==> src/rtl/layer_ctrl.sv <==
// layer_ctrl: sequencer for one conv -> activation -> pooling layer instance.
//
// On an accepted start it latches the kernel and bias, holds the layer in reset
// for two cycles, streams the W x W input image from the input buffer at one
// pixel per cycle, then drains the layer until NOUT pooled results have been
// written to the output buffer, and finally pulses done.
//
// Optional feature: define LAYER_CTRL_TIMEOUT_EN to enable a drain watchdog. It
// sets the sticky err flag and forces completion after TIMEOUT idle DRAIN cycles.
//
// Ports:
//   clk, global_rst_n        clock, asynchronous active-low reset
//   start                    run request (sampled in IDLE only)
//   weight_in, bias_in       kernel/bias, latched on accepted start
//   busy, done, err          status: running, one-cycle completion, drain timeout
//   in_rd_en, in_addr        input-buffer read port (data returns next cycle)
//   in_data                  input-buffer read data
//   layer_rst, layer_ce      synchronous reset and clock enable to the layer
//   layer_input              pixel to the layer
//   layer_weight, layer_bias latched kernel and bias
//   layer_valid, layer_data  pooled output from the layer
//   out_wr_en, out_addr,     output-buffer write port
//   out_data
module layer_ctrl #(
  parameter int unsigned dataWidth = 8,
  parameter int unsigned W         = 30,
  parameter int unsigned K         = 3,
  parameter int unsigned P         = 2,
  parameter int unsigned NOUT      = ((W - K + 1) / P) * ((W - K + 1) / P),
  parameter int unsigned IN_AW     = $clog2(W * W),
  parameter int unsigned OUT_AW    = $clog2(NOUT),
  parameter int unsigned TIMEOUT   = 64
) (
  input  logic                       clk,
  input  logic                       global_rst_n,
  input  logic                       start,
  input  logic [K*K*dataWidth-1:0]   weight_in,
  input  logic [dataWidth-1:0]       bias_in,
  output logic                       busy,
  output logic                       done,
  output logic                       in_rd_en,
  output logic [IN_AW-1:0]           in_addr,
  input  logic [dataWidth-1:0]       in_data,
  output logic                       layer_rst,
  output logic                       layer_ce,
  output logic [dataWidth-1:0]       layer_input,
  output logic [K*K*dataWidth-1:0]   layer_weight,
  output logic [dataWidth-1:0]       layer_bias,
  input  logic                       layer_valid,
  input  logic [dataWidth-1:0]       layer_data,
  output logic                       out_wr_en,
  output logic [OUT_AW-1:0]          out_addr,
  output logic [dataWidth-1:0]       out_data,
  output logic                       err
);

  typedef enum logic [2:0] {StIdle, StLoad, StStream, StDrain, StDone} state_e;

  // One spare bit so the output counter can hold NOUT itself.
  localparam int unsigned         CntW     = OUT_AW + 1;
  localparam logic [IN_AW-1:0]    LastAddr = IN_AW'(W * W - 1);
  localparam logic [CntW-1:0]     NoutCnt  = CntW'(NOUT);

  state_e             state_q, state_d;
  logic               start_q;     // start was accepted at the previous edge
  logic               load_cnt_q;  // second LOAD cycle
  logic               rd_q;        // read issued last cycle: in_data is valid now
  logic [IN_AW-1:0]   addr_q;
  logic [CntW-1:0]    out_cnt_q;
  logic               accept_start;
  logic               capture;
  logic               timeout_hit;

  // start_q gates re-acceptance so a held start is taken only once per IDLE visit.
  assign accept_start = (state_q == StIdle) && start && !start_q;
  assign capture      = layer_valid && (out_cnt_q < NoutCnt) &&
                        ((state_q == StStream) || (state_q == StDrain));

`ifdef LAYER_CTRL_TIMEOUT_EN
  localparam int unsigned ToW = $clog2(TIMEOUT + 1);

  logic [ToW-1:0] to_cnt_q;
  logic           err_q;

  // Counts DRAIN cycles without an accepted valid; zero outside DRAIN.
  assign timeout_hit = (state_q == StDrain) && !capture && (to_cnt_q == ToW'(TIMEOUT - 1));

  always_ff @(posedge clk or negedge global_rst_n) begin
    if (!global_rst_n) begin
      to_cnt_q <= '0;
      err_q    <= 1'b0;
    end else begin
      if ((state_q != StDrain) || capture) begin
        to_cnt_q <= '0;
      end else begin
        to_cnt_q <= to_cnt_q + ToW'(1);
      end
      if (accept_start) begin
        err_q <= 1'b0;
      end else if (timeout_hit && (out_cnt_q != NoutCnt)) begin
        err_q <= 1'b1;
      end
    end
  end

  assign err = err_q;
`else
  logic unused_timeout;

  assign timeout_hit    = 1'b0;
  assign err            = 1'b0;
  assign unused_timeout = (TIMEOUT != 0);
`endif

  // State register.
  always_ff @(posedge clk or negedge global_rst_n) begin
    if (!global_rst_n) begin
      state_q <= StIdle;
    end else begin
      state_q <= state_d;
    end
  end

  // Next-state logic.
  always_comb begin
    state_d = state_q;
    unique case (state_q)
      StIdle:   if (start_q) state_d = StLoad;
      StLoad:   if (load_cnt_q) state_d = StStream;
      StStream: if (addr_q == LastAddr) state_d = StDrain;
      StDrain:  if ((out_cnt_q == NoutCnt) || timeout_hit) state_d = StDone;
      StDone:   state_d = StIdle;
      default:  state_d = StIdle;
    endcase
  end

  // Output logic.
  always_comb begin
    busy        = (state_q == StLoad) || (state_q == StStream) || (state_q == StDrain);
    done        = (state_q == StDone);
    in_rd_en    = (state_q == StStream);
    layer_rst   = (state_q == StIdle) || (state_q == StLoad);
    // The last streamed pixel arrives in the first DRAIN cycle, so feed in_data
    // whenever a read was issued last cycle and zeros otherwise.
    layer_ce    = rd_q || (state_q == StDrain);
    layer_input = rd_q ? in_data : '0;
  end

  assign in_addr = addr_q;

  // Counters, latched configuration and registered output-buffer write port.
  always_ff @(posedge clk or negedge global_rst_n) begin
    if (!global_rst_n) begin
      start_q      <= 1'b0;
      load_cnt_q   <= 1'b0;
      rd_q         <= 1'b0;
      addr_q       <= '0;
      out_cnt_q    <= '0;
      layer_weight <= '0;
      layer_bias   <= '0;
      out_wr_en    <= 1'b0;
      out_addr     <= '0;
      out_data     <= '0;
    end else begin
      start_q    <= accept_start;
      load_cnt_q <= (state_q == StLoad) && !load_cnt_q;
      rd_q       <= in_rd_en;
      if (accept_start) begin
        layer_weight <= weight_in;
        layer_bias   <= bias_in;
        addr_q       <= '0;
        out_cnt_q    <= '0;
      end else begin
        // Address saturates at the last pixel; no wrap.
        if ((state_q == StStream) && (addr_q != LastAddr)) begin
          addr_q <= addr_q + IN_AW'(1);
        end
        if (capture) begin
          out_cnt_q <= out_cnt_q + CntW'(1);
        end
      end
      out_wr_en <= capture;
      if (capture) begin
        out_addr <= out_cnt_q[OUT_AW-1:0];
        out_data <= layer_data;
      end
    end
  end

endmodule

==> config.mk <==
export PLATFORM = sky130hd
export DESIGN_NAME = layer_ctrl
export DESIGN_NICKNAME = d
export VERILOG_FILES = /design/src/rtl/layer_ctrl.sv
export SDC_FILE = /design/constraint.sdc
export NUM_CORES = 1
export LEC_CHECK = 0
export BUFFER_PORTS_ARGS = -buffer_cell sky130_fd_sc_hd__buf_2
export CORE_ASPECT_RATIO = 1.5
export CORE_UTILIZATION = 50
export DETAILED_ROUTE_END_ITERATION = 12
export PLACE_DENSITY_LB_ADDON = 0.12
export SLEW_MARGIN = 25
export SYNTH_ARGS = -nofsm -noshare
export SYNTH_HDL_FRONTEND = slang
export SYNTH_SLANG_ARGS = --single-unit
==> constraint.sdc <==
create_clock -name clk -period 2.74 [get_ports clk]
set_input_delay 0.137 -clock clk [delete_from_list [all_inputs] [get_ports clk]]
set_output_delay 0.137 -clock clk [all_outputs]
set_load 0.005 [all_outputs]
==> summary.txt, run 1 <==
Place
  • Post-DP HPWL: 8.37 mm
  • Pre-CTS WS: 0.941 ns
  • Global placer's final weighted congestion: 0.829
  • IO Port Bufs: 219

Power and ir drop
  • Power density over the cells: 1010 nW/µm²
  • Tot Pwr: 7.71 mW
  • Static Leak: 4.25 nW
  • Max VDD drop: 0.756 mV

Clock network
  • Clk Latency, worst-skew pair: 0.41 ns
  • CTS Buffer Depth: 2
  • CTS tree: built
  • Root buf cell: clkbuf_16
  • Cts bufs inserted: 17
  • CTS clk-pin slew, worst paths: 0.05 ns
  • H-tree depth: 4
  • Clock Sinks: 122

Synth
  • Syn avg cell area: 9.17 µm²
  • Area leader, netlist: dfrtp_1
  • Number of synthesized flops with an enable pin: 0
  • Synthesized area: 4980 µm²
  • Predominant post-synthesis flop cell: dfrtp_1
  • Count leader, synth: nand2_1
  • Unique masters post-synth: 44
  • Most frequent cells after synthesis: nand2_1 (291), dfrtp_1 (122), nor2_1 (17)
  • Gate Count Post-Synth: 543
  • YS warnings: 0
  • Sequential fraction of the synthesis area: 61.3%
  • Synth async-reset ratio: 100%
  • Net count after synthesis: 646
  • Synth area leaders: dfrtp_1 (61%), nand2_1 (22%), and2_1 (1.4%)
  • Synth Register Bits: 122
  • Synth top area share: 61.3%

STA
  • Hold Fails Final Rpt: 0
  • Max-slew headroom: 57.5%
  • Tcrit/Tclk final: 68.4%
  • Finish-stage setup viols: 0
  • Final setup margin: 0.865 ns
  • Fmax: 0.533 GHz
  • RSZ-0062 raised after global routing: no
  • Slew Limit Fails: 0
  • Slew of the pin with the lowest slew margin: 0.637 ns
  • Minimum clock period: 1.87 ns
  • Setup_tns: 0 ns
  • Layout Skew: 0.00481 ns

Worst hold path
  • HP Class: input pin to flop
  • HP Start: layer_valid

Critical path
  • CP max stage delay: 0.59 ns
  • Crit. Startpoint: state_q[2]
  • Crit-path slowest cell: or3b_1
  • CP Launch Type: flop
  • CP cell instances: or3b_1, inv_2, buf_2
  • Setup crit end kind: output pin
  • Worst Path Buf+Inv: 2
  • Critical path type: flop to output pin
  • Largest delay share family, worst path: simple AND/OR/NAND/NOR gates
  • Worst-path fanout max: 11
  • Critical Path AT: 1.74 ns
  • FF-to-FF Start: state_q[2]
  • Crit path required time: 2.60 ns

Detailed routing
  • Post-DRT Antenna Nets: 0
  • Drc violations: 0
  • DR vias/cell: 4.96
  • Number of iterations in the first detailed-routing pass: 4
  • Final WL: 14.2 mm
  • Vias: 4837
  • Post-DR wirelength/cell: 14.5 µm
  • Initial DRC count: 263

Die
  • Die H: 124 µm
  • Core Footprint: 9690 µm²
  • Starting density of the core: 51.4%
  • Area of the die: 10400 µm²
  • Die width: 83.5 µm
  • Rows: 44
  • IO Count: 221

Cells and area
  • Nets: 953
  • P&R area growth vs syn: 53.0%
  • # fillers: 645
  • Layout cells sized above 1: 31.0%
  • Diode count: 0

Global routing
  • Vias in the first global route: 4993
  • Initial antenna violation count: 0
  • Total global-route track usage: 28.3%
  • First-pass GRT wire length: 23.2 mm
  • Total gr overflow: 0
  • Largest net degree at the start of global routing: 50

Outcome
  • Status: finished clean

Job
  • Max_cap viols: 0
[metal layers]
metal	vias up	wire, µm	global-route usage [%]
li1	2312	-	-
met1	2273	5320	31.9
met2	194	7360	48.5
met3	58	880	7.85
met4	0	623	15.1
met5	-	0	0
[flip-flops by register name, summed over array words and instances, names as in the netlist]
register	count
in_addr	10
out_wr_en	1
start_q	1
layer_bias	8
out_data	8
layer_weight	72
out_addr	8
state_q	3
out_cnt_q	9
load_cnt_q	1
rd_q	1
[final timing paths]
check	to	slack [ns]	depth (start not counted)
min in group asynchronous	in_addr[6]	0.30	2
setup reg to reg	layer_weight[19]	0.90	6
hold / removal	out_addr[7]	0.23	3
max in group asynchronous	layer_weight[16]	1.63	3
hold reg to reg	load_cnt_q	0.46	1
setup / recovery	in_rd_en	0.87	3
[cell families after synthesis]
group / synth area share [%]
AO/OA/AOI/OAI: 3.17
XOR/XNOR: 1.58
other: 0.0753
adder cells (fa/ha/maj): 0.754
multiplexers: 0.628
AND/OR/NAND/NOR: 29.5
flip-flops: 61.3
buffers and inverters: 3.01
[power breakdown]
group	internal (mW)	total (mW)	switching [mW]
logic	1.13	2.57	1.44
clock network	1.39	2.13	0.741
registers	2.55	3.01	0.467
total	5.07	7.71	2.64
[per-stage QoR]
step	cell area [µm²]	util [%]	hold WS, ns	cells
3_3_place_gp	6160	63.6	0.198	857
2_1_floorplan	4980	-	-0.159	543
3_5_place_dp	6160	63.6	0.200	857
6_report	7620	78.7	0.225	976
4_1_cts	7620	78.7	0.200	976
5_1_grt	7620	78.7	0.242	976
[placed cells by master, fill, tap and decap left out, types with 3 or more instances in the layout]
| cell | synthesis | final |
|---|---|---|
| clkinv_2 | 0 | 6 |
| nor3_1 | 7 | 7 |
| nand2_1 | 291 | 290 |
| a21oi_1 | 6 | 6 |
| o21ai_0 | 6 | 6 |
| inv_1 | 3 | 3 |
| and2_1 | 11 | 11 |
| dlygate4sd3_1 | 0 | 89 |
| clkbuf_16 | 0 | 17 |
| dfrtp_1 | 122 | 122 |
| xnor2_1 | 7 | 7 |
| clkbuf_8 | 0 | 3 |
| nor2_1 | 17 | 17 |
| buf_2 | 9 | 218 |
| buf_4 | 2 | 7 |
| inv_2 | 2 | 3 |
| ha_1 | 3 | 3 |
| or3_1 | 4 | 4 |
| nand3_1 | 3 | 3 |
[worst min-delay path, stage by stage]
cell and delay, ns:
buf_2 0.11, nand4bb_1 0.19, o22a_1 0.16
[final cells by class]
type	count	area, µm²	area share (%)
Clock buffer	21	470	6.17
Clock inverter	9	97.6	1.28
Inverter	6	22.5	0.295
Multi-Input combinational cell	388	1780	23.4
Sequential cell	122	3050	40.1
Tap cell	115	144	1.89
Timing Repair Buffer	315	2050	27.0
[repair_timing]
action                    CTS  global route
gates resized for setup     0             0
hold endpoints to repair  135             0
hold buffers               89             0
buffers inserted            0             0
Power figures use the tool's default switching activity.
==> run 2, diff against run 1 <==
- CORE_UTILIZATION: 50 -> 43
- clock period: 2.74 -> 1.55 ns (I/O delays scaled with it)
==> run 2 against run 1 <==
The flow now finishes with violations (setup timing). Sequential share of layout area is 2.8 points lower. Largest power group is now combinational logic. Hold slack got worse by 0.068 ns. Non-clock buffer count is 34 higher. Highest routed layer unchanged.
==> summary.txt, run 2 (synthesis results as in run 1) <==
Outcome
  • Status: finished, violations left
  • Failing checks: setup timing

Critical path
  • Crit. Startpoint: state_q[2]
  • Crit path to: in_rd_en
  • Worst-path fanout max: 3
  • Reg2Reg Depth: 5
  • Setup crit end kind: output pin
  • Worst reg2reg setup slack: -0.04 ns
  • CP Launch Type: flop
  • Critical Path AT: 1.52 ns
  • Reg-to-reg critical path endpoint: out_cnt_q[3]
  • Crit path required time: 1.47 ns
  • FF-to-FF Start: state_q[2]
  • Critical path type: flop to output pin

Clock network
  • CTS Buffer Depth: 2
  • H-tree depth: 4
  • CTS tree: built
  • Clock Sinks: 122
  • CTS clk-pin slew, worst paths: 0.06 ns
  • Clk Latency, worst-skew pair: 0.41 ns
  • Root buf cell: clkbuf_16
  • Cts bufs inserted: 17

STA
  • Slew Limit Fails: 0
  • Final setup margin: -0.0471 ns
  • Fmax: 0.626 GHz
  • Final hold slack: 0.157 ns
  • RSZ-0062 raised after global routing: yes
  • Layout Skew: 0.00897 ns
  • Tcrit/Tclk final: 103%
  • Finish-stage setup viols: 14
  • Hold Fails Final Rpt: 0
  • Minimum clock period: 1.60 ns

Detailed routing
  • Initial DRC count: 199
  • Vias: 4999
  • DR vias/cell: 4.78
  • Final WL: 15.5 mm
  • Drc violations: 0
  • Post-DRT Antenna Nets: 0
  • Post-DR wirelength/cell: 14.8 µm
  • Number of iterations in the first detailed-routing pass: 5

Die
  • Starting density of the core: 44.6%
  • IO Count: 221
  • Die width: 89.9 µm
  • Area of the die: 12000 µm²
  • Rows: 47
  • Die H: 134 µm
  • Core Footprint: 11200 µm²

Worst hold path
  • HP Class: input pin to asynchronous set/reset pin

Cells and area
  • Commonest non-fill, non-tap cells in the layout: nand2_1 (289), buf_2 (217), dfrtp_1 (122)
  • Nets: 987
  • Commonest non-fill, non-tap cell in the layout: nand2_1
  • Number of flip-flops in the largest register: 72
  • P&R area growth vs syn: 64.4%
  • Final core area utilization: 73.3%
  • Layout cells sized above 1: 35.5%
  • Most flops, register: layer_weight

Job
  • Max_cap viols: 0

Power and ir drop
  • Max VDD drop: 1.03 mV
  • Power density over the cells: 1780 nW/µm²
  • Static Leak: 4.47 nW

Global routing
  • First-pass GRT wire length: 24.6 mm
  • Initial antenna violation count: 0
  • Vias in the first global route: 5289
  • Total gr overflow: 0
  • Total global-route track usage: 26.1%
  • Largest net degree at the start of global routing: 47

Place
  • Global placer's final weighted congestion: 0.813
  • IO Port Bufs: 219
  • Post-DP HPWL: 9.23 mm
run 2: worst min path at each step:
stage | from | end | slack (ns)
after CTS | global_rst_n | in_addr[4] | 0.17
final | global_rst_n | rd_q | 0.16
after floorplan | global_rst_n | in_addr[0] | -0.22
after global routing | global_rst_n | rd_q | 0.20
after global placement | global_rst_n | rd_q | 0.05
after detailed placement | global_rst_n | rd_q | 0.06
run 2: repair_timing:
| item | CTS | global route |
|---|---|---|
| endpoints found under the setup margin | 7 | 111 |
| pin swaps | 6 | 4 |
| cloned | 0 | 3 |
| buffers inserted | 5 | 2 |
| hold buffers | 89 | 0 |
| resized for setup | 11 | 28 |
| endpoints found under the hold margin | 130 | 0 |
run 2: worst max-delay path, stage by stage, from the launching register on:
cell	delay [ns]
dfrtp_1	0.41
or3b_4	0.44
inv_4	0.08
buf_6	0.10
buf_6	0.08
run 2: where the power goes:
part           internal [mW]  leakage, nW  switching [mW]
Combinational           2.60         2.65            2.88
Clock                   2.38        0.270            1.47
Sequential              4.50         1.55           0.754
Total                   9.48         4.47            5.10
run 2: per-layer routing:
| metal | up-vias | global-route usage, % | routed length [µm] |
|---|---|---|---|
| met4 | 0 | 11.6 | 517 |
| met2 | 189 | 47.5 | 8480 |
| met3 | 50 | 8.22 | 859 |
| li1 | 2387 | - | - |
| met5 | - | 0 | 0 |
| met1 | 2373 | 27.4 | 5630 |
run 2: layout make-up:
| cell class | count | area [µm²] |
|---|---|---|
| multi-input combinational | 388 | 1880 |
| timing repair buffer | 349 | 2460 |
| tap | 147 | 184 |
| fill | 798 | 2990 |
| sequential | 122 | 3050 |
| antenna | 1 | 2.50 |
| clock inverter | 13 | 148 |
| clock buffer | 19 | 433 |
| inverter | 6 | 30.0 |
run 2: through the flow:
stage	cells	instance area, µm²	setup TNS [ns]	setup WS [ns]	power [mW]
floorplan	543	4980	0	0.0244	7.55
global placement	914	6440	-0.00716	-0.00716	9.76
detailed placement	914	6440	-0.105	-0.0359	9.97
CTS	1040	8000	-0.249	-0.0710	14.2
global route	1044	8190	-7.34	-0.100	15.5
finish	1045	8190	-0.212	-0.0471	14.6
